<file path="src/rtl/sensor_level_encoder_if.sv">
// Sample bus between a sensor source and the level encoder.
interface sensor_level_encoder_if #(
  parameter int unsigned DATA_W = 8
);
  logic              sample_valid;
  logic              sample_ready;
  logic [1:0]        sample_ch;
  logic [DATA_W-1:0] sample_data;

  modport master (
    output sample_valid,
    output sample_ch,
    output sample_data,
    input  sample_ready
  );

  modport slave (
    input  sample_valid,
    input  sample_ch,
    input  sample_data,
    output sample_ready
  );
endinterface

</file>
<file path="src/rtl/sensor_level_encoder.sv">
// Quantizes raw sensor samples into four registered 2-bit hazard levels with
// downward hysteresis, a persistence filter and a per-channel staleness watchdog.
module sensor_level_encoder #(
  parameter int unsigned DATA_W  = 8,
  parameter int unsigned TH1     = 64,
  parameter int unsigned TH2     = 128,
  parameter int unsigned TH3     = 192,
  parameter int unsigned HYST    = 8,
  parameter int unsigned PERSIST = 3,
  parameter int unsigned TIMEOUT = 1000
) (
  input  logic                   clk,
  input  logic                   rst_n,
  sensor_level_encoder_if.slave  smp,
  output logic                   r1,
  output logic                   r0,
  output logic                   s1,
  output logic                   s0,
  output logic                   w1,
  output logic                   w0,
  output logic                   l1,
  output logic                   l0,
  output logic [3:0]             stale,
  output logic                   level_change
);

  localparam int unsigned   CntW     = $clog2(PERSIST + 1);
  localparam logic [15:0]   TimeoutV = 16'(TIMEOUT);
  localparam logic [CntW-1:0] PersistV = CntW'(PERSIST);

  // Number of thresholds a..c that x meets or exceeds.
  function automatic logic [1:0] count_ge(input logic [DATA_W-1:0] x, input int unsigned a,
                                          input int unsigned b, input int unsigned c);
    logic [1:0] n;
    n = 2'd0;
    if (32'(x) >= a) n = n + 2'd1;
    if (32'(x) >= b) n = n + 2'd1;
    if (32'(x) >= c) n = n + 2'd1;
    return n;
  endfunction

  logic                    ready_q;
  logic                    smp_vld_q;
  logic [1:0]              smp_ch_q;
  logic [DATA_W-1:0]       smp_data_q;

  logic [3:0][1:0]         lvl_q, lvl_d;
  logic [3:0][1:0]         pend_q, pend_d;
  logic [3:0][CntW-1:0]    cnt_q, cnt_d;
  logic [3:0][15:0]        tmr_q, tmr_d;
  logic [3:0]              stale_q, stale_d;
  logic                    change_q, change_d;

  logic [1:0]              up_w, dn_w, cand;
  logic [CntW-1:0]         cnt_nxt;

  assign smp.sample_ready = ready_q;

  // Quantize the registered sample once; only one channel is addressed per cycle.
  assign up_w = count_ge(smp_data_q, TH1, TH2, TH3);
  assign dn_w = count_ge(smp_data_q, TH1 - HYST, TH2 - HYST, TH3 - HYST);

  // Register the accepted sample so the filter works from a clean, registered input.
  always_ff @(posedge clk or negedge rst_n) begin
    if (!rst_n) begin
      ready_q    <= 1'b0;
      smp_vld_q  <= 1'b0;
      smp_ch_q   <= '0;
      smp_data_q <= '0;
    end else begin
      ready_q    <= 1'b1;
      smp_vld_q  <= smp.sample_valid & ready_q;
      smp_ch_q   <= smp.sample_ch;
      smp_data_q <= smp.sample_data;
    end
  end

  // Per-channel persistence filter and watchdog; a sample beats a timeout in the same cycle.
  always_comb begin
    lvl_d    = lvl_q;
    pend_d   = pend_q;
    cnt_d    = cnt_q;
    tmr_d    = tmr_q;
    stale_d  = stale_q;
    change_d = 1'b0;
    cand     = 2'd0;
    cnt_nxt  = '0;
    for (int c = 0; c < 4; c++) begin
      if (smp_vld_q && (smp_ch_q == 2'(c))) begin
        tmr_d[c]   = '0;
        stale_d[c] = 1'b0;
        cand = (up_w > lvl_q[c]) ? up_w : ((dn_w < lvl_q[c]) ? dn_w : lvl_q[c]);
        if (cand == lvl_q[c]) begin
          cnt_d[c] = '0;
        end else begin
          if (cand == pend_q[c]) begin
            cnt_nxt = cnt_q[c] + CntW'(1);
          end else begin
            pend_d[c] = cand;
            cnt_nxt   = CntW'(1);
          end
          if (cnt_nxt == PersistV) begin
            lvl_d[c] = pend_d[c];
            cnt_d[c] = '0;
            change_d = 1'b1;
          end else begin
            cnt_d[c] = cnt_nxt;
          end
        end
      end else if (tmr_q[c] != TimeoutV) begin
        tmr_d[c] = tmr_q[c] + 16'd1;
        if (tmr_d[c] == TimeoutV) begin
          if (lvl_q[c] != 2'd0) change_d = 1'b1;
          lvl_d[c]   = 2'd0;
          cnt_d[c]   = '0;
          stale_d[c] = 1'b1;
        end
      end
    end
  end

  // Channel state registers; reset discards all pending filter and timer state.
  always_ff @(posedge clk or negedge rst_n) begin
    if (!rst_n) begin
      lvl_q    <= '0;
      pend_q   <= '0;
      cnt_q    <= '0;
      tmr_q    <= '0;
      stale_q  <= '0;
      change_q <= 1'b0;
    end else begin
      lvl_q    <= lvl_d;
      pend_q   <= pend_d;
      cnt_q    <= cnt_d;
      tmr_q    <= tmr_d;
      stale_q  <= stale_d;
      change_q <= change_d;
    end
  end

  assign {r1, r0}     = lvl_q[0];
  assign {s1, s0}     = lvl_q[1];
  assign {w1, w0}     = lvl_q[2];
  assign {l1, l0}     = lvl_q[3];
  assign stale        = stale_q;
  assign level_change = change_q;

endmodule
</file>
<file path="src/flat_wrapper.sv">
// flat-port wrapper written by rule: the top's interface ports become plain ports
module sensor_level_encoder_flat 
#(
  parameter int unsigned DATA_W  = 8,
  parameter int unsigned TH1     = 64,
  parameter int unsigned TH2     = 128,
  parameter int unsigned TH3     = 192,
  parameter int unsigned HYST    = 8,
  parameter int unsigned PERSIST = 3,
  parameter int unsigned TIMEOUT = 1000
)
  (clk, rst_n, r1, r0, s1, s0, w1, w0, l1, l0, stale, level_change, smp_sample_valid, smp_sample_ch, smp_sample_data, smp_sample_ready);
  sensor_level_encoder_if #(.DATA_W(DATA_W)) smp_i ();
  input  logic clk;
  input  logic rst_n;
  output logic r1;
  output logic r0;
  output logic s1;
  output logic s0;
  output logic w1;
  output logic w0;
  output logic l1;
  output logic l0;
  output logic [3:0] stale;
  output logic level_change;
  input wire logic [$bits(smp_i.sample_valid)-1:0] smp_sample_valid;
  input wire logic [$bits(smp_i.sample_ch)-1:0] smp_sample_ch;
  input wire logic [$bits(smp_i.sample_data)-1:0] smp_sample_data;
  output wire logic [$bits(smp_i.sample_ready)-1:0] smp_sample_ready;
  assign smp_i.sample_valid = smp_sample_valid;
  assign smp_i.sample_ch = smp_sample_ch;
  assign smp_i.sample_data = smp_sample_data;
  assign smp_sample_ready = smp_i.sample_ready;
  sensor_level_encoder #(.DATA_W(DATA_W), .TH1(TH1), .TH2(TH2), .TH3(TH3), .HYST(HYST), .PERSIST(PERSIST), .TIMEOUT(TIMEOUT)) u_core (.clk(clk), .rst_n(rst_n), .smp(smp_i), .r1(r1), .r0(r0), .s1(s1), .s0(s0), .w1(w1), .w0(w0), .l1(l1), .l0(l0), .stale(stale), .level_change(level_change));
endmodule
</file>
<file path="config.mk">
export PLATFORM = sky130hd
export DESIGN_NAME = sensor_level_encoder_flat
export DESIGN_NICKNAME = d
export VERILOG_FILES = /design/src/rtl/sensor_level_encoder_if.sv /design/src/rtl/sensor_level_encoder.sv /design/src/flat_wrapper.sv
export SDC_FILE = /design/constraint.sdc
export NUM_CORES = 1
export LEC_CHECK = 0
export BUFFER_PORTS_ARGS = -buffer_cell sky130_fd_sc_hd__buf_4
export CAP_MARGIN = 25
export CORE_ASPECT_RATIO = 1.2
export CORE_MARGIN = 4
export CORE_UTILIZATION = 40
export DETAILED_ROUTE_END_ITERATION = 16
export GPL_TIMING_DRIVEN = 0
export PLACE_DENSITY_LB_ADDON = 0.05
export RECOVER_POWER = 25
export SLEW_MARGIN = 20
export SYNTH_ARGS = -nofsm -noshare
export SYNTH_HDL_FRONTEND = slang
export SYNTH_SLANG_ARGS = --single-unit
</file>
<file path="constraint.sdc">
create_clock -name clk -period 3.8 [get_ports clk]
set_input_delay 0.38 -clock clk [delete_from_list [all_inputs] [get_ports clk]]
set_output_delay 0.38 -clock clk [all_outputs]
set_load 0.05 [all_outputs]
</file>
Word-level counts from Yosys, hierarchy flattened
Cells that the tools add are included.

Add/sub/neg operators: 12. $lt $le $gt $ge: 14. Eq/ne operators: 31. Muxes and demuxes: 106. Bitwise logic cells: 5. Reductions and logical operators: 29.

Operator list (number): two-way mux 16 bit (8); two-way mux 2 bit (60); adder 16 x 1 -> 16 bit, second input constant (4); equality test 16 x 10 -> 1 bit, second input constant (4); inequality test 16 x 10 -> 1 bit, second input constant (4); two-way mux 1 bit (38); greater-or-equal comparator 8 bit, second input constant (3); nonzero test 2 bit (12); equality test 2 bit (8); greater-or-equal comparator 8 x 7 -> 1 bit, second input constant (2); inequality test 2 bit, second input constant (8); AND reduction 2 bit (8); AND reduction 4 bit (4); adder 2 x 1 -> 2 bit, second input constant (6); equality test 2 bit, second input constant (6); greater-or-equal comparator 8 x 6 -> 1 bit, second input constant (1); > comparator 2 bit (4); less-than comparator 2 bit (4); adder 1 x 1 -> 2 bit, second input constant (2); logical AND 1 bit (4); NOT 1 bit (4); equality test 2 x 1 -> 1 bit, second input constant (1); logical NOT 2 bit (1); bitwise AND 1 bit (1).

Register bits: 105. Input port bits: 13. Output and inout bits: 14. Word-level logic and storage cells: 222.

Longest topological paths before layout
Depth in word-level cells: 29. Gate-level depth with buffers: 15. Depth with buffers taken out: 15.

Worst setup path before layout
No wires, ideal clock.

Path kind: register to register. Start: register u_core.smp_data_q[6]. End: register u_core.change_q, in the netlist u_core.level_change. Arrival: 3.608 ns. Setup slack: 0.053 ns. Cell stages (with the launch flop): 16. Buffers on the path: 1. Cell sequence: dfrtp_1 buf_2 a31oi_2 nand2_1 inv_1 ha_1 o21ai_0 ha_1 nor2_1 nor2_1 o41a_2 xnor2_1 o21ai_2 nand4bb_1 o211ai_1 or4_1.

Longest elaborated chain between the ends: 29. Elaborated cells on any way between the ends: 77.

RTL lines: start: declaration (line sensor_level_encoder.sv:45) `logic [DATA_W-1:0] smp_data_q;`; start signal: assignment (line sensor_level_encoder.sv:74) `smp_data_q <= smp.sample_data;`; greater-or-equal comparator 8 x 6 -> 1 bit (line sensor_level_encoder.sv:36) `if (32'(x) >= a) n = n + 2'd1;`; two-way mux 1 bit (line sensor_level_encoder.sv:36); adder 1 x 1 -> 2 bit (line sensor_level_encoder.sv:37) `if (32'(x) >= b) n = n + 2'd1;`; two-way mux 2 bit (line sensor_level_encoder.sv:37); adder 2 x 1 -> 2 bit (line sensor_level_encoder.sv:38) `if (32'(x) >= c) n = n + 2'd1;`; two-way mux 2 bit (line sensor_level_encoder.sv:38); less-than comparator 2 bit (line sensor_level_encoder.sv:92) `cand = (up_w > lvl_q[c]) ? up_w : ((dn_w < lvl_q[c]) ? dn_w : lvl_q[c]);`; two-way mux 2 bit (2 in a row) (line sensor_level_encoder.sv:92); [13 not listed]; two-way mux 1 bit (line sensor_level_encoder.sv:112) `if (tmr_d[c] == TimeoutV) begin`; two-way mux 1 bit (line sensor_level_encoder.sv:110) `end else if (tmr_q[c] != TimeoutV) begin`; two-way mux 1 bit (line sensor_level_encoder.sv:89) `if (smp_vld_q && (smp_ch_q == 2'(c))) begin`; two-way mux 1 bit (line sensor_level_encoder.sv:113) `if (lvl_q[c] != 2'd0) change_d = 1'b1;`; two-way mux 1 bit (line sensor_level_encoder.sv:112); two-way mux 1 bit (line sensor_level_encoder.sv:110); two-way mux 1 bit (*) (line sensor_level_encoder.sv:89); named net u_core.change_d (line sensor_level_encoder.sv:52) `logic change_q, change_d;`; end signal: assignment (line sensor_level_encoder.sv:137) `change_q <= change_d;`; end: declaration (line sensor_level_encoder.sv:52).

Mark *: on every way through the listed nets, which the timed path passes. The rest lies on a longest branch. The select of a mux whose other input is x is not followed. A chain may end at the register's enable or synchronous reset.

Worst setup path after layout
Ends and elaborated chain as after synthesis.

==> insert_results.sql <==
INSERT INTO impl_metrics (metric_group, metric, value, unit) VALUES
('status', 'status', 'finished, violations left', ''),
('status', 'violations', 'capacitance limit, slew limit', ''),
('timing', 'fin_worst_hold_slack', '159', 'ps'),
('timing', 'max_slew_violation_total_from_the_final_report', '50', ''),
('setup_path', 'cells_along_the_critical_path', 'buf_4, a31oi_4, nand2_2, ha_1, nand2_1, o21ai_4, buf_4, ha_1, nor2_1, nor2_1, o41a_1, xnor2_1, o21ai_2, or4_4, o211ai_1, or4_4', ''),
('layout', 'n_antenna_cell', '0', ''),
('floorplan', 'die_h', '144', 'µm'),
('floorplan', 'width_of_the_die', '121', 'µm'),
('layout', 'area_delta_synth_final', '14.0', '%'),
('clocking', 'tritoncts', 'built', ''),
('detailed_routing', 'via_count', '4851', ''),
('detailed_routing', 'detailedRoute.firstPassIterationCount', '4', ''),
('detailed_routing', 'drcViolationCount', '0', ''),
('setup_path', 'timing.critical_path.fanout_max', '9', ''),
('detailed_routing', 'drt-total-wl', '13300', 'µm'),
('detailed_routing', 'antenna_left', '0', ''),
('floorplan', 'die-area', '17400', 'µm²'),
('synth', 'synth.yosys.warnings', '0', ''),
('clocking', 'number_of_buffers_inserted_during_clock_tree_synthesis', '9', ''),
('global_routing', 'grt_max_degree', '103', ''),
('setup_path', 'type_of_origin_of_the_critical_path', 'flip-flop', ''),
('detailed_routing', 'route.detailed.wl_per_inst', '14.4', 'µm'),
('floorplan', 'core_outline_area', '15000', 'µm²'),
('synth', 'yosys_most_used_dff', 'sky130_fd_sc_hd__dfrtp_1', ''),
('global_routing', 'grt_overflow_total', '0', ''),
('synth', 'synth_top_cell_area_share', '41.5', '%'),
('clocking', 'worst_skew_pair.late_latency', '350', 'ps'),
('clocking', 'clock-root-buffer', 'sky130_fd_sc_hd__clkbuf_16', ''),
('timing', 'finalCriticalPeriod', '3620', 'ps'),
('setup_path', 'worstPathBufferInverterCount', '2', ''),
('synth', 'synth.distinct_cells', '74', ''),
('floorplan', 'placement_rows', '49', ''),
('clocking', 'clkTransAtPathRegs', '70', 'ps'),
('layout', 'fraction_of_layout_cells_with_a_size_suffix_above_1', '11.4', '%'),
('global_routing', 'grt_pass1_vias', '4941', ''),
('setup_path', 'r2r-start', 'u_core.smp_data_q[6]$_DFF_PN0_', ''),
('place', 'numPortBuffers', '23', ''),
('power', 'vdd_drop_max', '0.000212', 'V'),
('global_routing', 'globalRouteTotalUtil', '16.7', '%'),
('min_path', 'worst_hold_startpoint', 'smp_sample_data[7]', ''),
('clocking', 'htree_levels', '3', ''),
('flow_run', 'cap_viol_max_count', '1', ''),
('setup_path', 'worstPathArrival', '3830', 'ps'),
('timing', 'total_negative_setup_slacks', '0', 'ps'),
('global_routing', 'grt_first_pass_wirelength', '23700', 'µm'),
('floorplan', 'design.portCount', '27', ''),
('setup_path', 'cpMaxStageDelayCell', 'sky130_fd_sc_hd__or4_4', ''),
('timing', 'slew-limit-headroom', '-88.5', '%'),
('layout', 'design.final.nets', '754', ''),
('layout', 'fillCellCount', '1473', ''),
('detailed_routing', 'routed_via_density', '5.25', ''),
('place', 'hpwl_reported_at_the_end_of_detailed_placement', '9530', 'µm'),
('clocking', 'ctsLongestPathBuffers', '2', ''),
('setup_path', 'cp.required', '4010', 'ps'),
('power', 'report.power.total', '3130', 'µW'),
('min_path', 'hp-class', 'input port to flip-flop', ''),
('synth', 'synthArstFlopShare', '100', '%'),
('place', 'routabilityCongestion', '0.837', ''),
('setup_path', 'critical_path.startpoint', 'u_core.smp_data_q[6]$_DFF_PN0_', ''),
('power', 'power.density', '446', 'nW/µm²'),
('timing', 'slew_of_the_pin_with_the_lowest_slew_margin', '2830', 'ps'),
('setup_path', 'criticalPathCategory', 'flip-flop to flip-flop', ''),
('synth', 'syn_area', '6150', 'µm²'),
('power', 'power.static_leakage', '0.00306', 'µW'),
('global_routing', 'antenna_found_initial', '0', ''),
('clocking', 'clkSinkCount', '102', ''),
('setup_path', 'rrSetupSlack', '180', 'ps'),
('timing', 'timing.fmax', '276', 'MHz'),
('synth', 'syn-mean-instance-area', '9.14', 'µm²'),
('synth', 'post_synth_main_area_contributors', 'sky130_fd_sc_hd__dfrtp_1 42%, sky130_fd_sc_hd__nor2_1 6.6%, sky130_fd_sc_hd__ha_1 5.3%, sky130_fd_sc_hd__xnor2_1 5.1%, sky130_fd_sc_hd__xor2_1 4.7%', ''),
('floorplan', 'start_util', '40.9', '%');
[per-stage QoR]
stage                     worst slack, ps  cells  cell area (µm²)
after detailed placement             -378    901             6590
final                                 176    924             7010
after CTS                            4.44    918             6930
after global routing                -4.35    924             7010
after global placement               -759    900             6580
after floorplan                      53.4    673             6150
[path summary, 6_finish.rpt]
kind | to | cells after the start
worst min register to register | u_core.cnt_q[7]$_DFFE_PN0P_ | 1
worst max-delay path | u_core.level_change$_DFF_PN0_ | 16
min in group asynchronous | u_core.tmr_q[28]$_DFFE_PN0P_ | 1
max in group asynchronous | u_core.tmr_q[55]$_DFFE_PN0P_ | 1
worst min-delay path | u_core.smp_data_q[7]$_DFF_PN0_ | 1
worst max register to register | u_core.level_change$_DFF_PN0_ | 16
[synth_stat cells (all sizes together) (12+ instances only)]
master and number:
nor3 13, nand2 56, clkbuf 12, nand4 16, nor2 109, nand3 36, a21oi 16, inv 26
xor2 33, xnor2 36, ha 26, o21ai 29, dfrtp 102, and3 13
[where the power goes]
part,switching (µW),internal [µW],total (µW),leakage [µW]
Sequential,194,1250,1440,0.00135
Clock,419,547,966,0.000152
Combinational,400,321,722,0.00156
[state kept, by name, indices dropped and copies added (netlist names)]
name                     flops
u_core.tmr_q                64
u_core.cnt_q                 8
u_core.pend_q                8
u_core.smp_data_q            5
u_core.stale                 4
u_core.smp_ch_q              2
u_core.l0                    1
u_core.l1                    1
u_core.level_change          1
u_core.r0                    1
u_core.r1                    1
u_core.s0                    1
u_core.s1                    1
u_core.smp.sample_ready      1
u_core.smp_vld_q             1
u_core.w0                    1
u_core.w1                    1
[metal layers]
layer / up-vias / global-route usage, % / part of all wire (%)
li1: 2439 / - / -
met1: 2346 / 21.2 / 47
met2: 51 / 29.3 / 49
met3: 15 / 2.44 / 2.3
met4: 0 / 5.72 / 1.8
met5: - / 0 / 0
[cell usage in the layout, fill, tap and decap left out, types with 3 or more instances in the layout]
master	count
sky130_fd_sc_hd__nor2_1	108
sky130_fd_sc_hd__dfrtp_1	102
sky130_fd_sc_hd__nand2_1	55
sky130_fd_sc_hd__xnor2_1	36
sky130_fd_sc_hd__nand3_1	35
sky130_fd_sc_hd__xor2_1	33
sky130_fd_sc_hd__inv_1	26
sky130_fd_sc_hd__ha_1	26
sky130_fd_sc_hd__buf_4	24
sky130_fd_sc_hd__o21ai_0	23
sky130_fd_sc_hd__a21oi_1	16
sky130_fd_sc_hd__nand4_1	15
sky130_fd_sc_hd__and3_1	13
sky130_fd_sc_hd__clkbuf_1	13
sky130_fd_sc_hd__nor3_1	13
sky130_fd_sc_hd__nor2b_1	11
sky130_fd_sc_hd__nor4_1	9
sky130_fd_sc_hd__nand2b_1	9
sky130_fd_sc_hd__clkbuf_16	9
sky130_fd_sc_hd__or3_1	8
sky130_fd_sc_hd__o211ai_1	7
sky130_fd_sc_hd__o21a_1	7
sky130_fd_sc_hd__clkbuf_4	7
sky130_fd_sc_hd__nand3b_1	6
sky130_fd_sc_hd__mux2i_1	6
sky130_fd_sc_hd__or2_2	5
sky130_fd_sc_hd__mux2_2	5
sky130_fd_sc_hd__and2_1	4
sky130_fd_sc_hd__nor4b_1	4
sky130_fd_sc_hd__nand4b_1	4
sky130_fd_sc_hd__a31oi_1	4
sky130_fd_sc_hd__o22ai_1	4
sky130_fd_sc_hd__or2_1	3
sky130_fd_sc_hd__o21ai_2	3
sky130_fd_sc_hd__or4_4	3
sky130_fd_sc_hd__and4_1	3
sky130_fd_sc_hd__a22o_1	3
[logic make-up (layout without fill, tap and decap cells)]
family	after synthesis	count (layout)	share of synthesized area [%]
AOI/OAI and AO/OA	98	98	11.3
xor gates and xnor gates	69	69	9.83
adders and majority gates	26	26	5.29
buffers and inverters	42	89	2.69
DFF	102	102	41.5
muxes	11	11	1.89
other	1	1	0.0610
and+or+nand+nor	324	324	27.5
[final cells by class]
type / instances / area [µm²] / area share, %
multi-input cells: 529 / 3480 / 49.6
flip-flops and latches: 102 / 2550 / 36.4
well taps: 204 / 255 / 3.64
clock buffers: 11 / 253 / 3.61
repair buffers: 31 / 249 / 3.55
inverters: 26 / 97.6 / 1.39
plain buffers: 16 / 70.1 / 0.999
clock inverters: 5 / 56.3 / 0.803
[what timing repair did]
| action | CTS | global route |
|---|---|---|
| hold buffers | 0 | 0 |
| gates resized for setup | 5 | 6 |
| buffers inserted | 1 | 5 |
| pin swaps | 3 | 4 |
| setup endpoints to repair | 5 | 3 |
(Power assumes the default switching activity.)
